===== src/rtl/spi_master_trx_char.sv =====
// SPI master transceiver: one 4..16-bit character per start, all four CPOL/CPHA modes.
// Define SPI_MASTER_LOOPBACK_EN to add S_LOOP, which samples the internal MOSI bit instead of MISO.
module spi_master_trx_char #(
    parameter int unsigned CHAR_NBITS = 16
) (
    input  logic                  S_SYSCLK,
    input  logic                  S_RESETN,
    input  logic                  S_ENABLE,
    input  logic                  S_CPOL,
    input  logic                  S_CPHA,
    input  logic                  S_REV,
    input  logic [3:0]            S_CHAR_LEN,
    input  logic [7:0]            S_DIV,
    input  logic                  S_CS_HOLD,
    input  logic                  S_START,
    input  logic [CHAR_NBITS-1:0] S_WCHAR,
`ifdef SPI_MASTER_LOOPBACK_EN
    input  logic                  S_LOOP,
`endif
    output logic [CHAR_NBITS-1:0] S_RCHAR,
    output logic                  S_BUSY,
    output logic                  S_CHAR_DONE,
    output logic                  S_SPI_CS,
    output logic                  S_SPI_SCK,
    output logic                  S_SPI_MOSI,
    input  logic                  S_SPI_MISO
);

    typedef enum logic [1:0] {StIdle, StSetup, StShift, StHold} state_e;

    state_e                  state_q;
    logic                    cpha_q, rev_q;
    logic [3:0]              last_q;
    logic [7:0]              div_q, cnt_q;
    logic [5:0]              edge_q;
    logic [CHAR_NBITS-1:0]   tx_q, rx_q, rchar_q;
    logic                    busy_q, done_q, cs_q, sck_q, mosi_q;

    logic [3:0] len_eff, pair, cur_idx, nxt_idx;
    logic [5:0] n_edges;
    logic       first_bit, leading, last_pair, sample_bit, edge_now;

    assign len_eff   = (S_CHAR_LEN < 4'd3) ? 4'd3 : S_CHAR_LEN;
    assign first_bit = S_REV ? S_WCHAR[len_eff] : S_WCHAR[0];

    // edge_q counts SCK edges already issued; each bit owns one leading/trailing pair
    assign pair      = edge_q[4:1];
    assign leading   = ~edge_q[0];
    assign cur_idx   = rev_q ? last_q - pair : pair;
    assign nxt_idx   = rev_q ? last_q - pair - 4'd1 : pair + 4'd1;
    assign last_pair = (pair == last_q);
    assign n_edges   = {1'b0, last_q, 1'b0} + 6'd2;
    assign edge_now  = (cnt_q == 8'd0) &&
                       ((state_q == StSetup) || ((state_q == StShift) && (edge_q != n_edges)));

`ifdef SPI_MASTER_LOOPBACK_EN
    assign sample_bit = S_LOOP ? mosi_q : S_SPI_MISO;
`else
    assign sample_bit = S_SPI_MISO;
`endif

    always_ff @(posedge S_SYSCLK or negedge S_RESETN) begin
        if (!S_RESETN) begin
            state_q <= StIdle;
            cpha_q  <= 1'b0;
            rev_q   <= 1'b0;
            last_q  <= 4'd0;
            div_q   <= 8'd0;
            cnt_q   <= 8'd0;
            edge_q  <= 6'd0;
            tx_q    <= '0;
            rx_q    <= '0;
            rchar_q <= '0;
            busy_q  <= 1'b0;
            done_q  <= 1'b0;
            cs_q    <= 1'b1;
            sck_q   <= 1'b0;
            mosi_q  <= 1'b1;
        end else begin
            done_q <= 1'b0;
            if (!S_ENABLE) begin
                state_q <= StIdle;
                cs_q    <= 1'b1;
                sck_q   <= S_CPOL;
                mosi_q  <= 1'b1;
                busy_q  <= 1'b0;
            end else begin
                unique case (state_q)
                    StIdle: begin
                        sck_q  <= S_CPOL;
                        mosi_q <= 1'b1;
                        busy_q <= 1'b0;
                        // the done cycle still counts as busy, so a start there is dropped
                        if (S_START && !done_q) begin
                            state_q <= StSetup;
                            cpha_q  <= S_CPHA;
                            rev_q   <= S_REV;
                            last_q  <= len_eff;
                            div_q   <= S_DIV;
                            cnt_q   <= S_DIV;
                            tx_q    <= S_WCHAR;
                            rx_q    <= '0;
                            edge_q  <= 6'd0;
                            cs_q    <= 1'b0;
                            busy_q  <= 1'b1;
                            mosi_q  <= S_CPHA ? 1'b1 : first_bit;
                        end
                    end
                    StSetup: begin
                        if (cnt_q != 8'd0) begin
                            cnt_q <= cnt_q - 8'd1;
                        end else begin
                            cnt_q   <= div_q;
                            state_q <= StShift;
                        end
                    end
                    StShift: begin
                        if (cnt_q != 8'd0) begin
                            cnt_q <= cnt_q - 8'd1;
                        end else begin
                            cnt_q <= div_q;
                            if (edge_q == n_edges) state_q <= StHold;
                        end
                    end
                    StHold: begin
                        if (cnt_q != 8'd0) begin
                            cnt_q <= cnt_q - 8'd1;
                        end else begin
                            state_q <= StIdle;
                            rchar_q <= rx_q;
                            done_q  <= 1'b1;
                            cs_q    <= ~S_CS_HOLD;
                            mosi_q  <= 1'b1;
                        end
                    end
                    default: state_q <= StIdle;
                endcase

                if (edge_now) begin
                    sck_q  <= ~sck_q;
                    edge_q <= edge_q + 6'd1;
                    if (leading) begin
                        if (cpha_q) mosi_q <= tx_q[cur_idx];
                        else        rx_q[cur_idx] <= sample_bit;
                    end else begin
                        if (cpha_q)          rx_q[cur_idx] <= sample_bit;
                        else if (!last_pair) mosi_q <= tx_q[nxt_idx];
                    end
                end
            end
        end
    end

    assign S_RCHAR     = rchar_q;
    assign S_BUSY      = busy_q;
    assign S_CHAR_DONE = done_q;
    assign S_SPI_CS    = cs_q;
    assign S_SPI_SCK   = sck_q;
    assign S_SPI_MOSI  = mosi_q;

endmodule


===== config.mk =====
export PLATFORM = sky130hd
export DESIGN_NAME = spi_master_trx_char
export DESIGN_NICKNAME = d
export VERILOG_FILES = /design/src/rtl/spi_master_trx_char.sv
export SDC_FILE = /design/constraint.sdc
export NUM_CORES = 1
export LEC_CHECK = 0
export CORE_ASPECT_RATIO = 1.75
export CORE_MARGIN = 8
export CORE_UTILIZATION = 42
export CTS_BUF_LIST = sky130_fd_sc_hd__clkbuf_16
export CTS_CLUSTER_DIAMETER = 100
export DETAILED_ROUTE_END_ITERATION = 8
export PLACE_DENSITY_LB_ADDON = 0.25
export SLEW_MARGIN = 20
export SYNTH_ARGS = -nofsm -noshare
export SYNTH_HDL_FRONTEND = slang
export SYNTH_SLANG_ARGS = --single-unit
export TNS_END_PERCENT = 5

===== constraint.sdc =====
create_clock -name S_SYSCLK -period 7.6 [get_ports S_SYSCLK]
set_input_delay 2.28 -clock S_SYSCLK [delete_from_list [all_inputs] [get_ports S_SYSCLK]]
set_output_delay 2.28 -clock S_SYSCLK [all_outputs]
set_load 0.03 [all_outputs]

; ---- Word level (Yosys, flattened, before mapping)
; Cells that the tools add are included.
; W data, S select, Z words.
[op_classes]
addsub = 6
order_cmp = 5
eq_ne = 16
n_mux = 57
bitwise_logic = 3
n_reduce_logical = 18
[op_table]
columns = op, n
row1 = $mux W16, 7
row2 = $mux W1, 26
row3 = $mux W8, 3
row4 = $pmux W8 S3, 1
row5 = $mux W6, 3
row6 = $bwmux W16, 1
row7 = $lt A4 B5 Y1 const B, 3
row8 = $reduce_and A3 Y1, 5
row9 = $bmux W1 S4, 3
row10 = $mux W2, 6
row11 = $mux W4, 3
row12 = $ne A3 B3 Y1 const B, 4
row13 = $logic_not A8 Y1, 1
row14 = $pmux W2 S4, 1
row15 = $reduce_bool A8 Y1, 1
row16 = $sub A8 B1 Y8 const B, 1
row17 = $add A5 B2 Y6 const B, 1
row18 = $add A6 B1 Y6 const B, 1
row19 = $eq A6 B6 Y1, 1
row20 = $ne A3 B1 Y1 const B, 2
row21 = $ne A6 B6 Y1, 1
row22 = $reduce_and A5 Y1, 1
row23 = $add A4 B1 Y4 const B, 1
row24 = $demux W1 S4, 1
row25 = other kinds (18), 27
[totals]
regBits = 83
input_bits = 37
output_inout_bits = 21
wordCells = 120

; ---- Logic depth before layout (Yosys ltp)
; Gate-level depths: netlist of the first run.
[logic_depth]
ltp_word = 13
mapped_depth = 13
ltp_nobuf = 13

; ---- Least setup slack after synthesis of the first run
; Ideal clock, no wire load.
[synth_timing]
kind = input to register
start = input S_WCHAR[14]
end = register mosi_q, in the netlist S_SPI_MOSI
setup_time_ps = 79
t_arrival_ps = 3593
path_slack_ps = 3928
cell_stages = 7
path_buffers = 0
cell_sequence = o21bai_1 mux4_2 mux2_2 a31oi_1 a221o_1 nand4b_1 o211a_1
[synth_via]
elab_chain_cells = 11
word_cells_on_any_way = 12
[synth_rtl]
columns = element, line
row1 = from (decl), 16  ; input logic [CHAR_NBITS-1:0] S_WCHAR,
row2 = $bmux W1 S4 (*), 44  ; assign first_bit = S_REV ? S_WCHAR[len_eff] : S_WCHAR[0];
row3 = $mux W1 (not written as such) (*), 44
row4 = $mux W1 (*), 44
row5 = $mux W1 (*), 106  ; mosi_q <= S_CPHA ? 1'b1 : first_bit;
row6 = $mux W1 (*), 94  ; if (S_START && !done_q) begin
row7 = $pmux W1 S2 (*), 88  ; unique case (state_q)
row8 = $mux W1, 147  ; else if (!last_pair) mosi_q <= tx_q[nxt_idx];
row9 = $mux W1, 146  ; if (cpha_q) rx_q[cur_idx] <= sample_bit;
row10 = $mux W1, 142  ; if (leading) begin
row11 = $mux W1 (*), 139  ; if (edge_now) begin
row12 = $mux W1 (*), 81  ; if (!S_ENABLE) begin
row13 = to (signal assigned), 106
row14 = to (signal assigned), 143  ; if (cpha_q) mosi_q <= tx_q[cur_idx];
row15 = to (signal assigned), 147
row16 = to (decl), 37  ; logic busy_q, done_q, cs_q, sck_q, mosi_q;
; Mark *: on every way between the ends. The rest lies on a longest branch, timed or not. The select of a mux whose other input is x is not followed.
; A chain may end at the register's enable or synchronous reset.

; ---- Worst setup path after layout of the first run
[layout_timing]
start = input S_START
end = register rx_q[13]
[layout_via]
elab_chain_cells = 8
word_cells_on_any_way = 9
[layout_rtl]
columns = element, line
row1 = from (decl), 15  ; input logic S_START,
row2 = $logic_and A1 B1 Y1 (*), 94
row3 = $mux W16 (*), 94
row4 = $mux W16 (*), 88
row5 = $mux W16 (*), 81
row6 = $bwmux W16, "144, 146"
row7 = $mux W16 (on tied branches), "143, 146"
row8 = $mux W16, 142
row9 = $mux W16 (*), 139
row10 = "to (signal, indexed assignment)", 144  ; else rx_q[cur_idx] <= sample_bit;
row11 = "to (signal, indexed assignment)", 146
row12 = to (decl), 36  ; logic [CHAR_NBITS-1:0] tx_q, rx_q, rchar_q;
; Marked as above.

==> metrics.csv, run 1 <==
stage,metric,value,unit
synthesis,synth.cells.most_frequent,"dfrtp_1 (81), nand2_1 (51), mux2_2 (39)",
synthesis,synth_seq_cells,83,
floorplanning,coreArea,0.0116,mm²
synthesis,synth_top_area_cell,dfrtp_1,
timing,finClkSkew,11.3,ps
critical_path,start_kind,input pin,
critical_path,critical_path_class,input pin to register,
floorplanning,rows,52,
synthesis,avgSynthCellArea,9.88,µm²
cts,clkLatencyLatePin,350,ps
cts,cts_tree,built,
finish,layout-drive-gt1-share,14.5,%
placed_design,place_area,0.00562,mm²
detailed_routing,drt_iter0_markers,270,
synthesis,synthCells,504,
synthesis,yosysMostFrequentCell,dfrtp_1,
floorplanning,start_util,43.0,%
timing,setup_viol_count_final,0,
timing,finalCritPeriodShare,56.9,%
finish,syn_to_final_growth,18.4,%
synthesis,synth_edf_count,0,
critical_path,cp.required,7830,ps
timing,setup_tns,0,ps
placed_design,placedCellCount,671,
status,status,"finished, final reports clean",
floorplanning,pin_count,58,
floorplanning,dieArea,0.0157,mm²
placed_design,dpl.hpwl,9250,µm
timing,layout_setup_ws,3280,ps
timing,slew_violations,0,
synthesis,synth_ff_type,dfrtp_1,
flow_run,maxCapViolations,0,
global_routing,globalRouteOverflowTotal,0,
finish,final_area,0.00590,mm²
global_routing,groute.usage.overall,16.5,%
synthesis,synth_area_leaders,"dfrtp_1 (41%), mux2_2 (8.8%), mux2i_1 (4.6%)",
global_routing,grt_max_degree,84,
placed_design,portBuffers,57,
cts,ctsLongestPathBuffers,2,
timing,tightest_slew,883,ps
power,p_per_area,363,mW/mm²
cts,root_buffer,clkbuf_16,
cts,post_cts_resized,0,
cts,postCtsSetupRepairBufs,0,
global_routing,grt_pass1_wl,21000,µm
timing,hold_viol_final,0,
global_routing,grt_pass1_vias,4245,
floorplanning,die_w,98.3,µm
synthesis,synth_area,0.00498,mm²
detailed_routing,ant_nets,0,
global_routing,antenna_found_initial,0,
timing,max_freq,231,MHz
critical_path,arrival,4550,ps
detailed_routing,via_per_inst,5.90,
synthesis,async_flop_share,100,%
critical_path,crit_fanout,32,
hold_path,hold_path.class,register to register,
finish,fin_cells,687,
finish,n_antenna_cell,0,
detailed_routing,vias,4052,
synthesis,synth_seq_area_share,41.7,%
placed_design,place_congestion,0.857,
cts,clkTransAtPathRegs,60,ps
synthesis,yosysTopAreaCellShare,40.7,%
power,power_leakage,2.48,nW
synthesis,synthesis.nets,554,
power,peakVddDrop,0.169,mV
finish,nNetsFinal,597,
synthesis,yosysUniqueCellTypes,71,
floorplanning,die_h,160,µm
cts,cts_hold_buffers,0,
critical_path,cp-end-kind,register,
timing,fin_crit,4320,ps
detailed_routing,drc,0,
cts,clock_sinks,83,
detailed_routing,first_pass_iters,4,
placed_design,pre_cts_ws,2890,ps
timing,slew-limit-headroom,41.1,%
detailed_routing,totalWireLength,12500,µm
cts,htreeDepth,3,
cts,cts_buffers,9,
detailed_routing,wl_per_cell,18.2,µm
synthesis,ys_warn_count,0,
timing,rsz0062_at_grt,no,
[area by class of cell]
class	count	area (µm²)
clock buffers	9	225
clock inverters	7	51.3
fillers	1051	5680
inverters	26	97.6
multi-input cells	367	2680
flip-flops and latches	83	2080
well taps	135	169
repair buffers	60	594
[metrics by stage]
stage | power (W) | hold WS [ps] | util, %
after CTS | 0.00214 | 484 | 50.9
after floorplan | 0.00147 | 462 | -
after detailed placement | 0.00173 | 470 | 48.5
final | 0.00214 | 473 | 50.9
after global placement | 0.00170 | 460 | 48.5
after global routing | 0.00230 | 502 | 50.9
[cells by family after synthesis]
| logic type | Yosys count | share of synthesized area, % |
|---|---|---|
| xor gates and xnor gates | 16 | 3.09 |
| muxes | 68 | 16.0 |
| and+or+nand+nor | 146 | 14.7 |
| buffers and inverters | 54 | 4.45 |
| DFF | 83 | 41.7 |
| adders and majority gates | 13 | 3.42 |
| AOI/OAI and AO/OA | 124 | 16.7 |
[path summary, 6_finish.rpt]
path / start / end / slack [ps] / depth (start not counted)
setup / recovery: S_START / rx_q[13] / 3280 / 8
hold / removal: S_RCHAR[10] / S_RCHAR[10] / 470 / 2
setup reg to reg: edge_q[1] / S_SPI_MOSI / 4300 / 12
hold reg to reg: S_RCHAR[10] / S_RCHAR[10] / 470 / 2
max in group asynchronous: S_RESETN / S_RCHAR[3] / 5080 / 1
min in group asynchronous: S_RESETN / last_q[2] / 1980 / 1
[metal layers]
layer	routed length [µm]	GRT usage, %
met5	0	0
met3	511	3.87
met4	625	10.5
met2	6380	28.9
met1	5010	17.4
[power by group]
part / internal [W] / leakage, nW / switching [W] / total (W)
logic: 0.000449 / 1.29 / 0.000567 / 0.00102
clock network: 0.000223 / 0.132 / 0.000187 / 0.000410
registers: 0.000576 / 1.06 / 0.000139 / 0.000715
[worst max-delay path, stage by stage]
cell	delay [ps]
clkdlybuf4s50_1	460
nand2b_1	170
nor2_1	440
nand2_1	410
buf_4	400
nand2_1	110
a21oi_1	50
a31o_2	220
[flip-flops by register name, summed over array words and instances (netlist names)]
signal,count
edge_q,6
cpha_q,1
cnt_q,8
div_q,8
S_CHAR_DONE,1
last_q,4
S_SPI_SCK,1
S_RCHAR,16
rev_q,1
rx_q,16
state_q,2
S_SPI_MOSI,1
S_BUSY,1
S_SPI_CS,1
tx_q,16
[placed cells by master (no fill, tap or decap), types with 6 or more instances in the layout]
| cell | instances |
|---|---|
| mux2i_1 | 23 |
| o22ai_1 | 8 |
| dfrtp_1 | 81 |
| nand3_1 | 21 |
| clkbuf_16 | 9 |
| xor2_1 | 6 |
| nand2b_1 | 7 |
| nand2_1 | 51 |
| ha_1 | 12 |
| o31ai_1 | 6 |
| clkdlybuf4s50_1 | 56 |
| o21ai_0 | 31 |
| inv_1 | 26 |
| nor2_1 | 29 |
| a21oi_1 | 26 |
| mux2_2 | 39 |
| xnor2_1 | 9 |
| nor3_1 | 6 |
No activity file was read; power rests on OpenSTA's default activity.
==> run 2: changes to the inputs <==
- clock period: 7.6 -> 4.5 ns (I/O delays scaled with it)
==> run 2 against run 1 <==
First-iteration DRC count fell by 24%. Non-clock buffer count rose by 6. Hold slack improved by 3.9 ps. Clock power rose by 65%. Cell count rose by 0.87%. Sequential power rose by 68%. Critical path type is now register to register.
==> metrics.csv, run 2 (synthesis results as in run 1) <==
stage,metric,value,unit
floorplanning,start_util,43.0,%
timing,layout_setup_ws,1210,ps
timing,tightest_slew,859,ps
status,status,"finished, final reports clean",
cts,cts_tree,built,
critical_path,crit_fanout,8,
power,p_sw,0.00149,W
power,pwr-share-seq,33.3,%
critical_path,crit_path_frequent_cell,inv_1,
power,power_switching_share,41.4,%
detailed_routing,wl_met3,512,µm
floorplanning,die_w,98.3,µm
finish,nNetsFinal,603,
power,power_leakage,2.52,nW
critical_path,r2r_setup_slack,1210,ps
global_routing,grt_max_degree,63,
finish,layout-drive-gt1-share,15.2,%
floorplanning,pin_count,58,
placed_design,pre_cts_ws,846,ps
floorplanning,coreArea,0.0116,mm²
critical_path,reg2reg_to,S_SPI_MOSI,
finish,multiInputGateArea,0.00268,mm²
power,total_power,0.00361,W
detailed_routing,topRoutingLayerUsed,met4,
finish,layout_common_cells,"dfrtp_1 (81), clkdlybuf4s50_1 (56), nand2_1 (51), mux2_2 (39), o21ai_0 (31)",
finish,fillers,1078,
critical_path,crit_start,edge_q[2],
cts,cts_buffers,9,
finish,n_antenna_cell,0,
floorplanning,rows,52,
power,p_per_area,608,mW/mm²
placed_design,dpl.hpwl,9430,µm
global_routing,grt_pass1_wl,21000,µm
detailed_routing,ant_nets,0,
detailed_routing,wl_met2,6540,µm
cts,cts_hold_buffers,0,
detailed_routing,vias,4026,
timing,setup_viol_count_final,0,
critical_path,r2r_start,edge_q[2],
finish,layout_commonest_cell,dfrtp_1,
critical_path,cp-endpoint,S_SPI_MOSI,
cts,clock_sinks,83,
detailed_routing,via_per_inst,5.81,
timing,setup_tns,0,ps
critical_path,cp_slowest_stage_delay,580,ps
flow_run,maxCapViolations,0,
finish,regArea,0.00208,mm²
global_routing,antenna_found_initial,0,
detailed_routing,drc,0,
global_routing,globalRouteOverflowTotal,0,
critical_path,arrival,3560,ps
finish,final_area,0.00594,mm²
detailed_routing,totalWireLength,12400,µm
hold_path,hold_path.class,register to register,
critical_path,crit_chain,inv_1 > fa_1 > inv_1 > ha_1 > xnor3_1 > mux2i_2 > mux2i_1 > nand2_1 > a311o_1 > a211o_1 > o211a_1,
placed_design,portBuffers,57,
floorplanning,die_h,160,µm
timing,fin_crit,3290,ps
floorplanning,dieArea,0.0157,mm²
placed_design,place_congestion,0.901,
cts,clkLatencyLatePin,340,ps
critical_path,critical_path_class,register to register,
global_routing,groute.usage.overall,16.3,%
timing,finalCritPeriodShare,73.0,%
cts,ctsLongestPathBuffers,2,
detailed_routing,wl_per_cell,17.9,µm
timing,slew_violations,0,
cts,clkTransAtPathRegs,60,ps
timing,finClkSkew,4.95,ps
global_routing,grt_pass1_vias,4225,
timing,rsz0062_at_grt,no,
cts,post_cts_resized,0,
critical_path,critPathSlowestCell,fa_1,
finish,syn_to_final_growth,19.3,%
timing,slew-limit-headroom,42.7,%
critical_path,cp.required,4770,ps
power,peakVddDrop,0.358,mV
cts,root_buffer,clkbuf_16,
power,p_int,0.00212,W
power,power_frac_comb,48.0,%
timing,hold_viol_final,0,
detailed_routing,wl_met1,4820,µm
detailed_routing,drt_iter0_markers,206,
critical_path,start_kind,register,
critical_path,r2r_cells,11,
critical_path,cp-end-kind,register,
placed_design,place_area,0.00567,mm²
power,power.share.clock,18.7,%
detailed_routing,first_pass_iters,4,
cts,postCtsSetupRepairBufs,0,
timing,max_freq,304,MHz
cts,htreeDepth,3,
## run 2: changes by cell type in the layout (fill, tap and decap cells not counted), sizes merged
cell      previous run  this run
buf                  4        10
clkinv               3         5
clkinvlp             2         1
inv                 28        27
## run 2: how the worst min path moves through the flow
| stage | from | slack (ps) | end | cells past startpoint |
|---|---|---|---|---|
| floorplan | rx_q[1] | 460 | rx_q[1] | 1 |
| global placement | S_RCHAR[12] | 460 | S_RCHAR[12] | 2 |
| detailed placement | S_RCHAR[15] | 470 | S_RCHAR[15] | 2 |
| CTS | S_RCHAR[15] | 480 | S_RCHAR[15] | 2 |
| global route | S_RCHAR[4] | 510 | S_RCHAR[4] | 1 |
| finish | S_RCHAR[15] | 480 | S_RCHAR[15] | 2 |
## run 2: critical path: cells and delay by family (launching register included)
family / cells / cell delay (ps)
fa+ha+maj: 2 / 760
simple gates: 1 / 70
buf+inv: 2 / 250
xor+xnor: 1 / 190
flops: 1 / 500
mux: 2 / 640
compound gates: 3 / 800
## run 2: power by group through the flow
stage               Sequential [W]  Clock (W)  Combinational (W)
floorplan                  0.00116          0            0.00132
global placement           0.00120          0            0.00168
detailed placement         0.00121          0            0.00174
CTS                        0.00120   0.000693            0.00174
global route               0.00124   0.000730            0.00192
finish                     0.00120   0.000676            0.00173
## run 2: final cells by class
class	count	share of cell area [%]
clock inverter	7	0.737
sequential	83	35.0
multi-input combinational	367	45.1
timing repair buffer	66	10.9
inverter	26	1.64
clock buffer	9	3.79
tap	135	2.84
## run 2: layer usage
| layer | vias up | GRT usage, % |
|---|---|---|
| met5 | - | 0 |
| met4 | 0 | 8.71 |
| met3 | 30 | 3.00 |
| met2 | 114 | 29.1 |
| met1 | 1943 | 17.8 |
| li1 | 1939 | - |
## run 2: per-stage QoR
stage          utilization (%)  instances  hold WS [ps]
6_report                  51.3        693           477
2_1_floorplan                -        504           462
3_5_place_dp              49.0        677           471
4_1_cts                   51.3        693           485
3_3_place_gp              49.0        677           460
5_1_grt                   51.3        693           514
==> run 3: changes to the inputs <==
- clock period: 4.5 -> 2.9 ns (I/O delays scaled with it)
==> run 3 against run 2 <==
The flow now finishes with violations (negative setup slack). Critical path depth increased by 2. Clock skew increased by 6.6 ps. Sequential cell count is the same. Register-to-register slack got worse by 1300 ps. Via count up 4.3%. Non-clock buffer count grew 30. Utilization grew 2.8 points. Cell area is 5.5% higher. Hold slack worse by 2.9 ps. Combinational power rose by 73%. Critical path type unchanged. Critical endpoint unchanged. Largest power group unchanged.
==> metrics.csv, run 3 (synthesis results as in run 1) <==
stage,metric,value,unit
status,status,"complete, but fails checks",
status,failed_checks,negative setup slack,
cts,clock_sinks,83,
finish,n_antenna_cell,0,
power,power_switching_share,40.0,%
global_routing,grt_pass1_vias,4380,
detailed_routing,totalWireLength,13400,µm
finish,fillers,1036,
critical_path,cp-end-kind,register,
hold_path,min_from,S_RCHAR[8],
power,power_leakage,2.69,nW
critical_path,arrival,3230,ps
detailed_routing,wl_per_cell,18.5,µm
timing,tightest_slew,689,ps
detailed_routing,via_per_inst,5.81,
critical_path,crit_start,last_q[0],
cts,clkLatencyLatePin,340,ps
hold_path,hold_path.class,register to register,
cts,cts_hold_buffers,0,
finish,layout-drive-gt1-share,20.6,%
power,p_per_area,969,mW/mm²
global_routing,grt_max_degree,36,
detailed_routing,drt_iter0_markers,256,
timing,layout_setup_ws,-64.7,ps
detailed_routing,vias,4199,
timing,setup_tns,-64.7,ps
floorplanning,coreArea,0.0116,mm²
detailed_routing,drc,0,
cts,root_buffer,clkbuf_16,
cts,ctsLongestPathBuffers,2,
global_routing,antenna_found_initial,0,
timing,slew-limit-headroom,54.1,%
detailed_routing,first_pass_iters,4,
floorplanning,die_h,160,µm
critical_path,start_kind,register,
finish,layout_commonest_cell,dfrtp_1,
placed_design,portBuffers,57,
placed_design,placedCellCount,704,
power,p_int,0.00364,W
finish,layout_common_cells,"dfrtp_1 (81), clkdlybuf4s50_1 (56), nand2_1 (51), mux2_2 (39), buf_4 (38)",
power,pwr-share-seq,30.6,%
cts,cts_tree,built,
finish,fin_cells,723,
timing,finalCritPeriodShare,102,%
placed_design,place_area,0.00590,mm²
critical_path,r2r_setup_slack,-60,ps
floorplanning,rows,52,
power,power_frac_comb,49.4,%
timing,setup_viol_count_final,1,
placed_design,dpl.hpwl,10100,µm
global_routing,grt_pass1_wl,22400,µm
cts,htreeDepth,3,
cts,cts_buffers,9,
power,peakVddDrop,0.662,mV
flow_run,maxCapViolations,0,
finish,syn_to_final_growth,25.9,%
critical_path,critical_path_class,register to register,
floorplanning,dieArea,0.0157,mm²
critical_path,cp.required,3170,ps
timing,slew_violations,0,
floorplanning,pin_count,58,
floorplanning,start_util,43.0,%
timing,max_freq,337,MHz
timing,rsz0062_at_grt,yes,
timing,whs,474,ps
critical_path,r2r_start,last_q[0],
floorplanning,die_w,98.3,µm
timing,hold_viol_final,0,
critical_path,crit_fanout,5,
finish,nNetsFinal,633,
global_routing,globalRouteOverflowTotal,0,
power,p_sw,0.00243,W
finish,final_area,0.00627,mm²
cts,clkTransAtPathRegs,60,ps
global_routing,groute.usage.overall,17.7,%
power,power.share.clock,20.0,%
timing,fin_crit,2960,ps
timing,finClkSkew,11.5,ps
detailed_routing,ant_nets,0,
placed_design,place_congestion,0.947,
run 3: cell types whose count changed in the layout (fill, tap and decap cells not counted), moves of 2 or more:
cell,change
buf_4,+29
ha_4,+2
bufinv_16,+2
inv_1,-2
ha_1,-2
clkinv_2,-3
inv_2,+3
run 3: worst paths after layout:
path | depth (start not counted) | endpoint
setup / recovery | 13 | S_SPI_MOSI
hold / removal | 2 | S_RCHAR[8]
setup reg to reg | 13 | S_SPI_MOSI
hold reg to reg | 2 | S_RCHAR[8]
max in group asynchronous | 2 | div_q[1]
min in group asynchronous | 1 | S_RCHAR[8]
run 3: critical path, cell delays in order, from the launching register on:
cell and delay, ps:
dfrtp_1 380, inv_2 80, ha_4 130, inv_2 30, fa_1 470, inv_2 100, ha_4 120, xnor3_1 240
mux2i_4 270, mux2i_1 260, nand2_1 80, a311o_1 330, a211o_1 270, o211a_1 130
run 3: power groups by stage:
stage	Clock, W	Combinational (W)	Sequential (W)
after CTS	0.00124	0.00296	0.00185
final	0.00121	0.00300	0.00186
after global placement	0	0.00280	0.00185
after global routing	0.00130	0.00330	0.00191
after floorplan	0	0.00206	0.00181
after detailed placement	0	0.00290	0.00187
run 3: per-layer routing:
metal	GRT usage, %	vias to the layer above	routed length (µm)
met5	0	-	0
met4	7.52	0	347
met3	3.27	27	413
met2	32.9	113	7530
met1	18.6	2069	5110
li1	-	1990	-
run 3: what timing repair did:
item / 4_1_cts / 5_1_grt
resized for setup: 7 / 3
pin swaps: 5 / 3
buffers inserted: 2 / 1
endpoints found under the setup margin: 1 / 13
gates cloned: 0 / 0
run 3: final cells by class:
| cell class | instances | area (µm²) | share of cell area (%) |
|---|---|---|---|
| timing repair buffer | 96 | 886 | 14.1 |
| clock buffer | 9 | 225 | 3.59 |
| multi-input combinational | 367 | 2720 | 43.4 |
| clock inverter | 7 | 91.3 | 1.46 |
| tap | 135 | 169 | 2.69 |
| sequential | 83 | 2080 | 33.2 |
| inverter | 26 | 97.6 | 1.56 |
run 3: stage by stage:
step / total power [W] / utilization, % / worst slack, ps
after global placement: 0.00465 / 50.9 / -103
after floorplan: 0.00387 / - / 17.9
after detailed placement: 0.00477 / 50.9 / -182
final: 0.00607 / 54.2 / -64.7
after global routing: 0.00651 / 54.2 / -120
after CTS: 0.00606 / 54.0 / -56.8
